<file path="config.mk">
export PLATFORM = sky130hd
export DESIGN_NAME = load_store_unit
export DESIGN_NICKNAME = d
export VERILOG_FILES = /design/src/rtl/load_store_unit.sv
export SDC_FILE = /design/constraint.sdc
export NUM_CORES = 1
export LEC_CHECK = 0
export ABC_CLOCK_PERIOD_IN_PS = 2100
export CAP_MARGIN = 20
export CORE_ASPECT_RATIO = 1.5
export CORE_MARGIN = 10
export CORE_UTILIZATION = 38
export DETAILED_ROUTE_END_ITERATION = 16
export HOLD_SLACK_MARGIN = 0.1
export PLACE_DENSITY = 0.8
export SLEW_MARGIN = 5
export SYNTH_ARGS = -nofsm -noshare
export SYNTH_HDL_FRONTEND = slang
export SYNTH_SLANG_ARGS = --single-unit
</file>
<file path="constraint.sdc">
create_clock -name clk -period 2.1 [get_ports clk]
set_input_delay 0.525 -clock clk [delete_from_list [all_inputs] [get_ports clk]]
set_output_delay 0.525 -clock clk [all_outputs]
set_load 0.01 [all_outputs]
</file>
<file path="src/rtl/load_store_unit.sv">
// Load/store initiator for the MMU data port: one op at a time, sub-word stores done as read-modify-write.
// Define LSU_SUBWORD_EN to build halfword/byte support; without it only word accesses are legal.
module load_store_unit (
    input  logic        clk,
    input  logic        rst,
    input  logic        op_valid,
    output logic        op_ready,
    input  logic        op_store,
    input  logic [1:0]  op_size,
    input  logic        op_signed,
    input  logic [1:0]  op_lane,
    input  logic [31:0] op_addr,
    input  logic [31:0] op_wdata,
    output logic        res_valid,
    input  logic        res_ready,
    output logic [31:0] res_data,
    output logic        res_fault,
    output logic [1:0]  res_cause,
    output logic [31:0] mem_addr,
    output logic [31:0] mem_wdata,
    output logic        mem_rd,
    output logic        mem_wd,
    input  logic [31:0] mem_rdata,
    input  logic        mem_wait,
    input  logic        mem_segv
);

`ifdef LSU_SUBWORD_EN
    typedef enum logic [2:0] {IDLE, ISSUE, CAPTURE, WRITE, DONE} state_t;
`else
    typedef enum logic [2:0] {IDLE, ISSUE, CAPTURE, DONE} state_t;
`endif

    state_t     state;
    logic [1:0] pre_cause;
    logic       word_store;

`ifdef LSU_SUBWORD_EN
    logic       st_store;
    logic [1:0] st_size;
    logic [1:0] st_lane;
    logic       st_signed;

    function automatic logic [31:0] load_extract(input logic [31:0] w, input logic [1:0] size,
                                                 input logic [1:0] lane, input logic sgn);
        logic [7:0]  b;
        logic [15:0] h;
        b = w[{lane, 3'b000} +: 8];
        h = lane[1] ? w[31:16] : w[15:0];
        case (size)
            2'b01:   return {{16{sgn & h[15]}}, h};
            2'b10:   return {{24{sgn & b[7]}}, b};
            default: return w;
        endcase
    endfunction

    function automatic logic [31:0] store_merge(input logic [31:0] old, input logic [31:0] wd,
                                                input logic [1:0] size, input logic [1:0] lane);
        logic [31:0] r;
        r = old;
        if (size == 2'b01) begin
            if (lane[1]) r[31:16] = wd[15:0];
            else         r[15:0]  = wd[15:0];
        end else begin
            r[{lane, 3'b000} +: 8] = wd[7:0];
        end
        return r;
    endfunction

    assign word_store = op_store && (op_size == 2'b00);
`else
    logic unused_subword;
    assign unused_subword = ^{op_lane, op_signed};
    assign word_store     = op_store;
`endif

    // Requests that can never reach the MMU are rejected before any access.
    always_comb begin
        pre_cause = 2'd0;
`ifdef LSU_SUBWORD_EN
        if (op_size == 2'b11)                 pre_cause = 2'd3;
        else if (op_size == 2'b01 && op_lane[0]) pre_cause = 2'd2;
`else
        if (op_size != 2'b00)                 pre_cause = 2'd3;
`endif
    end

    always_ff @(posedge clk) begin
        if (rst) begin
            state     <= IDLE;
            op_ready  <= 1'b1;
            res_valid <= 1'b0;
            res_data  <= 32'd0;
            res_fault <= 1'b0;
            res_cause <= 2'd0;
            mem_addr  <= 32'd0;
            mem_wdata <= 32'd0;
            mem_rd    <= 1'b0;
            mem_wd    <= 1'b0;
`ifdef LSU_SUBWORD_EN
            st_store  <= 1'b0;
            st_size   <= 2'd0;
            st_lane   <= 2'd0;
            st_signed <= 1'b0;
`endif
        end else begin
            case (state)
                IDLE: begin
                    if (op_valid) begin
                        op_ready  <= 1'b0;
                        mem_addr  <= op_addr;
                        mem_wdata <= op_wdata;
                        res_data  <= 32'd0;
                        res_fault <= 1'b0;
                        res_cause <= 2'd0;
`ifdef LSU_SUBWORD_EN
                        st_store  <= op_store;
                        st_size   <= op_size;
                        st_lane   <= op_lane;
                        st_signed <= op_signed;
`endif
                        if (pre_cause != 2'd0) begin
                            state     <= DONE;
                            res_valid <= 1'b1;
                            res_fault <= 1'b1;
                            res_cause <= pre_cause;
                        end else begin
                            state  <= ISSUE;
                            mem_wd <= word_store;
                            mem_rd <= !word_store;
                        end
                    end
                end
                ISSUE: begin
                    if (mem_segv) begin
                        mem_rd    <= 1'b0;
                        mem_wd    <= 1'b0;
                        state     <= DONE;
                        res_valid <= 1'b1;
                        res_fault <= 1'b1;
                        res_cause <= 2'd1;
                    end else if (!mem_wait) begin
                        mem_rd <= 1'b0;
                        mem_wd <= 1'b0;
                        // mem_wd in ISSUE only ever marks a word store, which needs no read.
                        if (mem_wd) begin
                            state     <= DONE;
                            res_valid <= 1'b1;
                        end else begin
                            state <= CAPTURE;
                        end
                    end
                end
                CAPTURE: begin
`ifdef LSU_SUBWORD_EN
                    if (st_store) begin
                        mem_wdata <= store_merge(mem_rdata, mem_wdata, st_size, st_lane);
                        mem_wd    <= 1'b1;
                        state     <= WRITE;
                    end else begin
                        res_data  <= load_extract(mem_rdata, st_size, st_lane, st_signed);
                        res_valid <= 1'b1;
                        state     <= DONE;
                    end
`else
                    res_data  <= mem_rdata;
                    res_valid <= 1'b1;
                    state     <= DONE;
`endif
                end
`ifdef LSU_SUBWORD_EN
                WRITE: begin
                    if (mem_segv) begin
                        mem_wd    <= 1'b0;
                        state     <= DONE;
                        res_valid <= 1'b1;
                        res_fault <= 1'b1;
                        res_cause <= 2'd1;
                    end else if (!mem_wait) begin
                        mem_wd    <= 1'b0;
                        state     <= DONE;
                        res_valid <= 1'b1;
                    end
                end
`endif
                DONE: begin
                    if (res_ready) begin
                        res_valid <= 1'b0;
                        op_ready  <= 1'b1;
                        state     <= IDLE;
                    end
                end
                default: state <= IDLE;
            endcase
        end
    end

endmodule

</file>
==> results <==
- The run finished with clean final reports.
- The utilization after layout is 0.6501.
- The global routing usage summed across all routing layers is 0.1637.
- The final hold violation count was 0.
- The detail route stage leaves a number of antenna-violating nets equal to 0.
- The synthesized netlist contains 31 unique library cells.
- For this run, design rule violations remaining after detail routing come to 0.
- STA puts the critical path data required time at 1.57 ns.
- The starting density of the core is 0.3891.
- The largest single stage delay on the critical path is between 0.5 and 0.6 ns.
- Of the post-synthesis cell area, the dominant cell type holds 0.5523.
- A synthesized cell averages between 8 and 9 sq um.
- The area of the core region is 9689 sq um.
- The final count of pins violating max slew is 0.
- nand2_1 is the most common cell in the netlist.
- The first-pass GRT wire length is 18980 um.
- In this run, placement finished with an instance count of 748.
- For this design the static power due to leakage is 2.326 nW.
- The kind of start point of the critical path is a register.
- The vias after detailed routing is around 3800.
- The post-detailed-route via-to-cell ratio is around 5.
- During placement, the flow inserted port buffers numbering 207.
- The number of antenna diodes in the final layout is 0.
- The area added between synthesis and finish is 67.08%.
- Counting both buffers and inverters, the worst setup path holds a total of 1.
- The post-route non-filler standard cell count is around 760.
- By count the netlist is led by nand2_1 (136), dfxtp_1 (104), a21oi_1 (72).
- The share of the cycle needed by the critical path after routing is 0.8800.
- The worst slew margin relative to its limit is 0.7268.
- The worst setup skew after layout is ~0.0053 ns.
- Global routing finished with a remaining overflow of 0.
- The primary flip-flop cell chosen by synthesis mapping is dfxtp_1.
- The final weighted congestion in routability-driven placement is 0.7532.
- The floorplan step defined a die boundary enclosing about 14000 sq um.
- The mapped netlist covers 3770 sq um.
- The DRC violation total after the first TritonRoute iteration is 122.
- The worst setup path is of the register to output port kind.
- In the final design database the tool counted 758 nets.
- The signal on the critical path passes through clkdlybuf4s50_1.
- The overall power consumption is 6.843 mW.
- Of the cells placed in the final design, the portion with a size suffix greater than 1 is 0.05247.
- By area the synthesized netlist is led by dfxtp_1 (55%), nand2_1 (14%), a21oi_1 (9.6%), a22oi_1 (6.4%), nor2_1 (3.4%).
- The number of enable-type register cells in the synthesized netlist is 0.
- In the final routed layout, each cell accounts on average for 16.46 um.
- Along the worst path, the maximum fanout reaches 4.
- For this design the ratio of total power to cell area is 1086 nW/um^2.
- The via count of the first global-routing pass is 3842.
- The clock sink total is 104.
- The worst-path cell with the longest stage delay is clkdlybuf4s50_1.
- The HPWL after detailed placement is a little under 10000 um.
- The clock transition at the register clock pins on the worst setup and hold paths after CTS is around 0.060 ns.
- The routed design has 12560 um of wire.
- Setup repair after global routing left no endpoint under its margin.
- The cell taking the most area after synthesis is dfxtp_1.
- The worst setup path is captured at an output port.
- The number of max-capacitance violations reported is 0.
- Of all flip-flops after synthesis, the portion carrying an async set or reset was 0.
- The maximum level of the CTS H-tree is 3.
- The final period demand of the worst path is 1.848 ns.
- In this run the clock root is driven by a clkbuf_16.
- The tightest hold path in the finished design has a slack of about 0.45 ns.
- Synthesis produced a netlist with a net count of 562.
- The clock latency on the worst-skew pair is 0.33 ns.
- In this design, the largest share of critical-path delay is due to buffers and inverters.
- The maximum buffer depth of the clock tree is 2.
- The count of hold buffers inserted by post-cts repair is 0.
- 211 I/O pins were placed.
- Measured along the x axis, the die boundary spans 101.3 um.
- For this run, the register share of the synthesized area comes to 0.5523.
- The flop and latch count out of synthesis is 104.
- The min-delay analysis places its worst path in the category register to register.
- Setup violations remaining at the end of the flow were counted as 0.
- The number of warnings issued by yosys is 0.
- In this run the vertical extent of the chip is 142.0 um.
- After routing, the total negative slack on setup checks comes to 0 ns.
- Once the clock tree was built, the setup fixing pass inserted 0 buffers.
- Counting every instance in the synthesized netlist gives about 450.
- The iteration count of the initial detailed-routing pass is 5.
- Data arrives at the worst endpoint at 1.32 ns.
- The maximum number of pins on one net before global-route repair is 57.
- The number of placement rows is between 40 and 50.
- The highest clock frequency the design can meet is about 540 MHz.
- The peak supply drop is around 630 uV.
- The slew at the pin with the worst max-slew slack is between 0.4 and 0.5 ns.
- TritonCTS built the clock tree.
- Gates resized during post-CTS repair numbered 0.
- The number of buffers inserted during clock tree synthesis is 9.
- The initial antenna violation count came to 0.
[metal layers]
layer | up-vias | track usage | wire (um)
met2 | 159 | 0.2842 | 6234
met3 | 14 | 0.09480 | 1587
met4 | 0 | 0.04783 | 210
met5 | - | 0 | 0
met1 | 1743 | 0.1592 | 4525
li1 | 1872 | - | -
[metrics by stage]
step           setup WS, ns  instance area (sq um)
6_report             0.2520                   6299
5_1_grt              0.1982                   6299
4_1_cts              0.2411                   6299
3_5_place_dp        0.08056                   5987
3_3_place_gp         0.1050                   5987
2_1_floorplan        0.5338                   3770
[cells by family (layout without fill, tap and decap cells)]
kind of cell             Yosys count  after routing  share of synthesized area
AO/OA/AOI/OAI                    115            115                     0.1832
adder cells (fa/ha/maj)            6              6                    0.01991
buffers and inverters             37            237                    0.04447
flip-flops                       104            104                     0.5523
multiplexers                       1              1                   0.002655
AND/OR/NAND/NOR                  185            185                     0.1975
[worst paths after layout]
check	startpoint	end	slack, ns	depth (start not counted)
min reg2reg	mem_addr[29]	mem_addr[29]	0.45	2
max reg2reg	state[0]	mem_wd	0.35	6
min	mem_addr[29]	mem_addr[29]	0.45	2
max	res_fault	res_cause[0]	0.25	1
[where the power goes]
part | switching (mW) | internal, mW
clock | 0.688 | 1.04
sequential | 0.198 | 2.33
combinational | 1.29 | 1.30
[cells in the final DEF, fill, tap and decap left out, types with 2 or more instances in the layout]
| cell type | n |
|---|---|
| dfxtp_1 | 104 |
| a21oi_1 | 72 |
| ha_1 | 6 |
| clkbuf_16 | 9 |
| a211o_1 | 2 |
| inv_1 | 3 |
| buf_4 | 8 |
| clkdlybuf4s50_1 | 206 |
| nor2_1 | 34 |
| buf_12 | 5 |
| bufinv_16 | 2 |
| a22oi_1 | 32 |
| clkinvlp_4 | 3 |
| nand2_1 | 135 |
| and2_1 | 2 |
| or3_1 | 2 |
| nand2b_1 | 3 |
| o21ai_0 | 2 |
[sequential cells by signal, summed over array words and instances, names as in the netlist]
name       cells
op_ready       1
res_fault      1
mem_addr      32
res_cause      1
mem_wdata     32
state          2
res_data      32
mem_wd         1
mem_rd         1
res_valid      1
[final cells by class]
type | instances | area [sq um]
Multi-Input combinational cell | 307 | 1528
Sequential cell | 104 | 2082
Fill cell | 819 | 3391
Clock buffer | 10 | 229.0
Tap cell | 115 | 143.9
Clock inverter | 5 | 82.58
Timing Repair Buffer | 219 | 2222
Inverter | 3 | 11.26
Power figures use the tool's default switching activity.
